[src/rtl/move_sequencer_if.sv]
`default_nettype none
// ============================================================================
// Module   : move_sequencer_if
// Brief    : Host-command and motor-controller signal bundle for move_sequencer.
// Revision : 1.0 - initial release
// ============================================================================
interface move_sequencer_if #(
    parameter int AW = 4
);
    logic [3:0]  cmd_in;
    logic        cmd_wr;
    logic        cmd_full;
    logic [AW:0] cmd_count;
    logic        overflow;
    logic        home_req;
    logic        abort;
    logic [7:0]  direction;
    logic        home;
    logic        move_done;
    logic        magnet_on;
    logic        busy;
    logic        path_done;
    logic        error;

    // Environment side: host writes plus the motor controller's completion pulse
    modport master (
        output cmd_in, cmd_wr, home_req, abort, move_done,
        input  cmd_full, cmd_count, overflow, direction, home,
               magnet_on, busy, path_done, error
    );

    modport slave (
        input  cmd_in, cmd_wr, home_req, abort, move_done,
        output cmd_full, cmd_count, overflow, direction, home,
               magnet_on, busy, path_done, error
    );
endinterface

`default_nettype wire

[src/rtl/move_sequencer.sv]
`default_nettype none
// ============================================================================
// Module   : move_sequencer
// Brief    : Buffers compass-move commands and paces them to the stepper
//            controller with settle gaps, homing and abort handling.
//            Optional watchdog: define MOVE_TIMEOUT_EN.
// Revision : 1.0 - initial release
// ============================================================================
module move_sequencer #(
    parameter int DEPTH          = 16,
    parameter int AW             = 4,
    parameter int SETTLE_CYCLES  = 1000,
    parameter int TIMEOUT_CYCLES = 50000000
) (
    input  wire logic       clk,
    input  wire logic       reset,
    move_sequencer_if.slave bus
);

    localparam int              c_settle_w    = (SETTLE_CYCLES > 1) ? $clog2(SETTLE_CYCLES) : 1;
    localparam logic [c_settle_w-1:0] c_settle_load = c_settle_w'(SETTLE_CYCLES - 1);
    localparam logic [AW:0]     c_depth       = (AW+1)'(DEPTH);

    localparam logic [2:0] c_st_idle       = 3'd0;
    localparam logic [2:0] c_st_issue      = 3'd1;
    localparam logic [2:0] c_st_wait_done  = 3'd2;
    localparam logic [2:0] c_st_settle     = 3'd3;
    localparam logic [2:0] c_st_home_issue = 3'd4;
    localparam logic [2:0] c_st_home_wait  = 3'd5;

    // ------------------------------------------------------------------
    // Command FIFO
    // ------------------------------------------------------------------
    logic [3:0]    r_mem [DEPTH];
    logic [AW-1:0] r_wr_ptr;
    logic [AW-1:0] r_rd_ptr;
    logic [AW:0]   r_count;
    logic          r_overflow;

    logic          w_full;
    logic          w_empty;
    logic          w_push;
    logic          w_pop;
    logic          w_flush;
    logic          w_timeout;
    logic [3:0]    w_head;

    assign w_full  = (r_count == c_depth);
    assign w_empty = (r_count == '0);
    assign w_head  = r_mem[r_rd_ptr];
    assign w_flush = bus.abort | w_timeout;
    assign w_push  = bus.cmd_wr & ~w_full & ~w_flush;

    always_ff @(posedge clk) begin
        if (w_push) begin
            r_mem[r_wr_ptr] <= bus.cmd_in;
        end
    end

    always_ff @(posedge clk) begin
        if (reset) begin
            r_wr_ptr   <= '0;
            r_rd_ptr   <= '0;
            r_count    <= '0;
            r_overflow <= 1'b0;
        end else begin
            // A write coinciding with a flush is discarded silently
            if (bus.cmd_wr && w_full && !w_flush) begin
                r_overflow <= 1'b1;
            end
            if (w_flush) begin
                r_rd_ptr <= r_wr_ptr;
                r_count  <= '0;
            end else begin
                if (w_push) begin
                    r_wr_ptr <= r_wr_ptr + 1'b1;
                end
                if (w_pop) begin
                    r_rd_ptr <= r_rd_ptr + 1'b1;
                end
                if (w_push && !w_pop) begin
                    r_count <= r_count + 1'b1;
                end else if (!w_push && w_pop) begin
                    r_count <= r_count - 1'b1;
                end
            end
        end
    end

    assign bus.cmd_full  = w_full;
    assign bus.cmd_count = r_count;
    assign bus.overflow  = r_overflow;

    // ------------------------------------------------------------------
    // Sequencer
    // ------------------------------------------------------------------
    logic [2:0]            r_state;
    logic [2:0]            w_next;
    logic [3:0]            r_cur_cmd;
    logic                  r_move_done_q;
    logic                  r_home_pending;
    logic                  r_abort_pending;
    logic [c_settle_w-1:0] r_settle;
    logic                  r_magnet;
    logic                  r_path_done;
    logic                  w_done_rise;
    logic                  w_abort_any;
    logic                  w_path_done;
    logic                  w_enter_home;

    assign w_done_rise  = bus.move_done & ~r_move_done_q;
    assign w_abort_any  = r_abort_pending | bus.abort;
    assign w_enter_home = (w_next == c_st_home_issue) && (r_state != c_st_home_issue);

    always_comb begin
        w_next      = r_state;
        w_pop       = 1'b0;
        w_path_done = 1'b0;
        case (r_state)
            c_st_idle: begin
                if (bus.abort) begin
                    w_next = c_st_idle;
                end else if (r_home_pending) begin
                    w_next = c_st_home_issue;
                end else if (!w_empty) begin
                    w_pop  = 1'b1;
                    w_next = c_st_issue;
                end
            end
            c_st_issue: begin
                w_next = c_st_wait_done;
            end
            c_st_wait_done, c_st_home_wait: begin
                // An aborted path skips the settle gap once the motion lands
                if (w_done_rise) begin
                    w_next = w_abort_any ? c_st_idle : c_st_settle;
                end
            end
            c_st_settle: begin
                if (bus.abort) begin
                    w_next = c_st_idle;
                end else if (r_settle == '0) begin
                    if (r_home_pending) begin
                        w_next = c_st_home_issue;
                    end else if (!w_empty) begin
                        w_pop  = 1'b1;
                        w_next = c_st_issue;
                    end else begin
                        w_path_done = 1'b1;
                        w_next      = c_st_idle;
                    end
                end
            end
            c_st_home_issue: begin
                w_next = c_st_home_wait;
            end
`ifdef MOVE_TIMEOUT_EN
            c_st_error: begin
                w_next = c_st_error;
            end
`endif
            default: begin
                w_next = c_st_idle;
            end
        endcase
`ifdef MOVE_TIMEOUT_EN
        if (w_timeout) begin
            w_next = c_st_error;
        end
`endif
    end

    always_ff @(posedge clk) begin
        if (reset) begin
            r_state         <= c_st_idle;
            r_cur_cmd       <= '0;
            r_move_done_q   <= 1'b0;
            r_home_pending  <= 1'b0;
            r_abort_pending <= 1'b0;
            r_settle        <= '0;
            r_magnet        <= 1'b0;
            r_path_done     <= 1'b0;
        end else begin
            r_state       <= w_next;
            r_move_done_q <= bus.move_done;
            r_path_done   <= w_path_done;

            if (w_pop) begin
                r_cur_cmd <= w_head;
            end

            // A request landing on the entry cycle stays pending for another home
            if (bus.home_req) begin
                r_home_pending <= 1'b1;
            end else if (w_enter_home) begin
                r_home_pending <= 1'b0;
            end

            if (w_next == c_st_idle) begin
                r_abort_pending <= 1'b0;
            end else if (bus.abort && (r_state == c_st_issue || r_state == c_st_wait_done ||
                                       r_state == c_st_home_issue || r_state == c_st_home_wait)) begin
                r_abort_pending <= 1'b1;
            end

            if ((w_next == c_st_settle) && (r_state != c_st_settle)) begin
                r_settle <= c_settle_load;
            end else if ((r_state == c_st_settle) && (r_settle != '0)) begin
                r_settle <= r_settle - 1'b1;
            end

            if ((w_next == c_st_idle) || w_enter_home || w_timeout) begin
                r_magnet <= 1'b0;
            end else if (r_state == c_st_issue) begin
                r_magnet <= r_cur_cmd[3];
            end
        end
    end

    assign bus.direction = (r_state == c_st_issue) ? (8'd1 << r_cur_cmd[2:0]) : 8'd0;
    assign bus.home      = (r_state == c_st_home_issue);
    assign bus.magnet_on = r_magnet;
    assign bus.busy      = (r_state != c_st_idle);
    assign bus.path_done = r_path_done;

    // ------------------------------------------------------------------
    // Move watchdog
    // ------------------------------------------------------------------
`ifdef MOVE_TIMEOUT_EN
    localparam logic [2:0]  c_st_error     = 3'd6;
    localparam logic [31:0] c_timeout_last = 32'(TIMEOUT_CYCLES - 1);

    logic [31:0] r_wdog;
    logic        r_error;
    logic        w_in_wait;

    assign w_in_wait = (r_state == c_st_wait_done) || (r_state == c_st_home_wait);
    assign w_timeout = w_in_wait && !w_done_rise && (r_wdog == c_timeout_last);

    always_ff @(posedge clk) begin
        if (reset) begin
            r_wdog  <= '0;
            r_error <= 1'b0;
        end else begin
            if (w_in_wait) begin
                r_wdog <= r_wdog + 1'b1;
            end else begin
                r_wdog <= '0;
            end
            if (w_timeout) begin
                r_error <= 1'b1;
            end
        end
    end

    assign bus.error = r_error;
`else
    logic w_unused_timeout;

    assign w_timeout        = 1'b0;
    assign bus.error        = 1'b0;
    assign w_unused_timeout = ^TIMEOUT_CYCLES;
`endif

endmodule

`default_nettype wire

[src/flat_wrapper.sv]
// flat-port wrapper written by rule: the top's interface ports become plain ports
module move_sequencer_flat 
#(
    parameter int DEPTH          = 16,
    parameter int AW             = 4,
    parameter int SETTLE_CYCLES  = 1000,
    parameter int TIMEOUT_CYCLES = 50000000
)
  (clk, reset, bus_cmd_in, bus_cmd_wr, bus_home_req, bus_abort, bus_move_done, bus_cmd_full, bus_cmd_count, bus_overflow, bus_direction, bus_home, bus_magnet_on, bus_busy, bus_path_done, bus_error);
  move_sequencer_if #(.AW(AW)) bus_i ();
  input  wire logic clk;
  input  wire logic reset;
  input wire logic [$bits(bus_i.cmd_in)-1:0] bus_cmd_in;
  input wire logic [$bits(bus_i.cmd_wr)-1:0] bus_cmd_wr;
  input wire logic [$bits(bus_i.home_req)-1:0] bus_home_req;
  input wire logic [$bits(bus_i.abort)-1:0] bus_abort;
  input wire logic [$bits(bus_i.move_done)-1:0] bus_move_done;
  output wire logic [$bits(bus_i.cmd_full)-1:0] bus_cmd_full;
  output wire logic [$bits(bus_i.cmd_count)-1:0] bus_cmd_count;
  output wire logic [$bits(bus_i.overflow)-1:0] bus_overflow;
  output wire logic [$bits(bus_i.direction)-1:0] bus_direction;
  output wire logic [$bits(bus_i.home)-1:0] bus_home;
  output wire logic [$bits(bus_i.magnet_on)-1:0] bus_magnet_on;
  output wire logic [$bits(bus_i.busy)-1:0] bus_busy;
  output wire logic [$bits(bus_i.path_done)-1:0] bus_path_done;
  output wire logic [$bits(bus_i.error)-1:0] bus_error;
  assign bus_i.cmd_in = bus_cmd_in;
  assign bus_i.cmd_wr = bus_cmd_wr;
  assign bus_i.home_req = bus_home_req;
  assign bus_i.abort = bus_abort;
  assign bus_i.move_done = bus_move_done;
  assign bus_cmd_full = bus_i.cmd_full;
  assign bus_cmd_count = bus_i.cmd_count;
  assign bus_overflow = bus_i.overflow;
  assign bus_direction = bus_i.direction;
  assign bus_home = bus_i.home;
  assign bus_magnet_on = bus_i.magnet_on;
  assign bus_busy = bus_i.busy;
  assign bus_path_done = bus_i.path_done;
  assign bus_error = bus_i.error;
  move_sequencer #(.DEPTH(DEPTH), .AW(AW), .SETTLE_CYCLES(SETTLE_CYCLES), .TIMEOUT_CYCLES(TIMEOUT_CYCLES)) u_core (.clk(clk), .reset(reset), .bus(bus_i));
endmodule
[config.mk]
export PLATFORM = sky130hd
export DESIGN_NAME = move_sequencer_flat
export DESIGN_NICKNAME = d
export VERILOG_FILES = /design/src/rtl/move_sequencer_if.sv /design/src/rtl/move_sequencer.sv /design/src/flat_wrapper.sv
export SDC_FILE = /design/constraint.sdc
export NUM_CORES = 1
export LEC_CHECK = 0
export CORE_MARGIN = 5
export CORE_UTILIZATION = 45
export CTS_CLUSTER_SIZE = 40
export DETAILED_ROUTE_END_ITERATION = 10
export HOLD_SLACK_MARGIN = 0.12
export PLACE_DENSITY = 0.71
export SETUP_SLACK_MARGIN = 0.2
export SYNTH_ARGS = -nofsm -noshare
export SYNTH_HDL_FRONTEND = slang
export SYNTH_SLANG_ARGS = --single-unit
[constraint.sdc]
create_clock -name clk -period 4.85 [get_ports clk]
set_clock_uncertainty 0.05 [all_clocks]
set_input_delay 0.97 -clock clk [delete_from_list [all_inputs] [get_ports clk]]
set_output_delay 0.97 -clock clk [all_outputs]
set_load 0.02 [all_outputs]
==> flow_metrics.tcl <==
set metrics [dict create \
    clkTransAtPathRegs_ns 0.10 \
    critPathTopFamily "compound AO/OA/AOI/OAI gates" \
    rows 36 \
    min_period_ns 3.64 \
    core-area_sq_mm 0.00977 \
    io_pins 30 \
    gp_congestion 0.813 \
    p_switching_mw 0.482 \
    insertion_delay_ns 0.37 \
    antenna_found_initial 0 \
    netlist_instances 355 \
    die_y_um 110 \
    r2r_end "u_core.bus.cmd_count[4]$_SDFFE_PP0P_" \
    layout_commonest_cell "edfxtp_1" \
    synth_area_sq_mm 0.00453 \
    tightest_slew_ns 0.873 \
    die-width_um 110 \
    grt_first_pass_wirelength_um 15100 \
    reg2reg_slack_ns 1.58 \
    cpMaxStageDelayCell "clkdlybuf4s50_1" \
    reg2reg_depth 14 \
    holdPathEnd "u_core.bus.overflow$_SDFFE_PP0P_" \
    relSlewSlack_pct 41.7 \
    cts.path.max_buffers 2 \
    vias 2818 \
    post_drt_wl_per_cell_um 17.1 \
    drtAntennaViolNets 0 \
    cts_sinks 100 \
    power_frac_comb_pct 14.7 \
    crit_path_max_incr_delay_ns 0.63 \
    powerDensity_mw_per_mm2 338 \
    finalNetCount 400 \
    synth-seq-cells 100 \
    cts_resized 0 \
    via_per_inst 5.45 \
    fin_crit_sh_pct 75.1 \
    track_usage_pct 16.2 \
    mostFrequentLayoutCells "edfxtp_1 (64), nor2_1 (42), dfxtp_1 (36), clkdlybuf4s50_1 (28)" \
    ys_seq_area_share_pct 58.4 \
    portBuffers 28 \
    synth_fp_nets 376 \
    maxCapViolations 0 \
    rsz0062_at_grt "no" \
    timing.critical_path.buf_inv 2 \
    cts.htree.levels 3 \
    nFillCells 850 \
    cts_buffers 9 \
    crit_chain "clkdlybuf4s50_1 -> nand2b_1 -> a21oi_2 -> ha_1 -> inv_1 -> fa_1 -> a21o_1 -> a21oi_1 -> xnor2_1 -> or3_1 -> a21oi_1" \
    setup_violations 0 \
    initial_core_util_pct 46.3 \
    overflow 0 \
    slew_violations 0 \
    ff_latch_area_sq_mm 0.00264 \
    synth.distinct_cells 54 \
    syn-mean-instance-area_sq_um 12.7 \
    crit_top_cell "a21oi_1" \
    synth_warnings 0 \
    worstPathRequired_ns 5.11 \
    path_max_fanout 11 \
    synth_top_flop_cell "edfxtp_1" \
    synth_edf_count 64 \
    swShare_pct 27.9 \
    firstDrtPassIters 6 \
    r2r-start "u_core.r_settle[0]$_SDFFE_PP0P_" \
    outcome "completed" \
    cp-start-kind "input pin" \
    worstSetupPathType "in -> reg" \
    met1_usage_pct 20.7 \
    postCtsHoldBufs 0 \
    irDropWorstVdd_mv 0.158 \
    power_frac_seq_pct 55.4 \
    die_area_sq_mm 0.0122 \
    drive_above_1_share_pct 12.8 \
    drc 0 \
    grt_use_met2_pct 28.0 \
    multiInputGateArea_sq_mm 0.00176 \
    power_leakage_nw 1.67 \
    async_flop_share_pct 0 \
    grt_pass1_vias 2999 \
    clockRootBuffer "clkbuf_8" \
    areaGrowthSynthToFinish_pct 12.6 \
    hold_viol_final 0 \
    postCtsSetupBuffers 0 \
    first_iter_violations 151 \
    grtUsageMet3_pct 3.79 \
    min_path_type "reg -> reg" \
    routed_wl_um 8840 \
    dp_hpwl_um 6280 \
    cts_tree "built" \
    cp.arrival_ns 3.90 \
    power.internal_mw 1.24 \
    min_path_cells 2 \
    fin_area_sq_mm 0.00510 \
    grt_max_degree 32 \
    pwr-share-clk_pct 29.9 \
    setup_tns_ns 0 \
    end_kind "register" \
    placed_area_sq_mm 0.00491 \
    diodes 0 \
    hp-start "u_core.bus.overflow$_SDFFE_PP0P_" \
    grt_busiest_layer "met2" \
    fmax_ghz 0.275 \
]
==> worst max-delay path by stage <==
| stage | slack, ns | endpoint | depth (start not counted) | startpoint |
|---|---|---|---|---|
| 6_report | 1.21 | u_core.bus.cmd_count[4]$_SDFFE_PP0P_ | 11 | bus_abort |
| 5_1_grt | 0.96 | u_core.bus.cmd_count[4]$_SDFFE_PP0P_ | 11 | bus_abort |
| 4_1_cts | 1.22 | u_core.bus.cmd_count[4]$_SDFFE_PP0P_ | 11 | bus_abort |
| 3_5_place_dp | 0.84 | u_core.bus.cmd_count[4]$_SDFFE_PP0P_ | 11 | bus_abort |
| 3_3_place_gp | 0.97 | u_core.bus.cmd_count[4]$_SDFFE_PP0P_ | 11 | bus_abort |
| 2_1_floorplan | 1.61 | u_core.bus.cmd_count[4]$_SDFFE_PP0P_ | 11 | bus_abort |
==> through the flow <==
step                      std cells  util, %  hold WS [ns]  worst slack (ns)  power [mW]
after floorplan                 355        -         0.410              1.61        1.16
after global placement          501     50.2         0.401             0.969        1.22
after detailed placement        501     50.2         0.426             0.840        1.23
after CTS                       517     52.2         0.451              1.22        1.74
after global routing            517     52.2         0.522             0.960        1.80
final                           517     52.2         0.442              1.21        1.72
==> synthesized netlist by cell type, types with 8 or more instances <==
master    number  area share (%)
nor2b_1        8             1.1
nor3_1        11             1.2
nor2_1        42             3.5
clkbuf_1      11            0.91
edfxtp_1      64              42
dfxtp_1       36              16
mux2i_1        8             1.8
a21oi_1       18             2.0
mux4_2        16             8.0
ha_1          10             2.8
inv_1         11            0.91
xnor2_1       12             2.3
nand3_1       13             1.4
nand2_1       18             1.5
==> flip-flops by register name (all words and copies together) (netlist names), 3 cells and up <==
name	count
u_core.r_wr_ptr	4
u_core.r_rd_ptr	4
u_core.r_state	3
u_core.r_settle	10
u_core.r_cur_cmd	4
u_core.r_mem	64
u_core.bus.cmd_count	5
==> metal layers <==
layer,up-vias,routed length [um]
li1,1352,-
met1,1394,3940
met2,58,4420
met3,14,362
met4,0,117
met5,-,0
==> power groups by stage <==
stage          Sequential [mW]  Clock (mW)  Combinational, mW
2_1_floorplan            0.964           0              0.194
3_3_place_gp             0.972           0              0.251
3_5_place_dp             0.974           0              0.256
4_1_cts                  0.954       0.525              0.257
5_1_grt                  0.959       0.563              0.282
6_report                 0.955       0.516              0.254
==> cell families after synthesis <==
kind of cell | share of synthesized area (%)
AND/OR/NAND/NOR | 13.5
flip-flops | 58.4
AO/OA/AOI/OAI | 8.74
buffers and inverters | 2.65
multiplexers | 9.73
XOR/XNOR | 3.68
adder cells (fa/ha/maj) | 3.21
other | 0.0829
==> worst reg2reg max path, delay by kind of cell (launching register included) <==
family / cells / cell delay, ns
flops: 1 / 0.35
simple gates: 3 / 0.93
xor+xnor: 1 / 0.10
compound gates: 4 / 0.81
buf+inv: 3 / 0.28
fa+ha+maj: 3 / 0.69
==> layout make-up <==
class / instances / share of cell area, %
flip-flops and latches: 100 / 51.8
well taps: 133 / 3.26
repair buffers: 30 / 5.79
clock buffers: 9 / 2.43
multi-input cells: 227 / 34.6
inverters: 11 / 0.810
clock inverters: 7 / 1.28
Note: power is estimated with default switching activity, not from simulation.
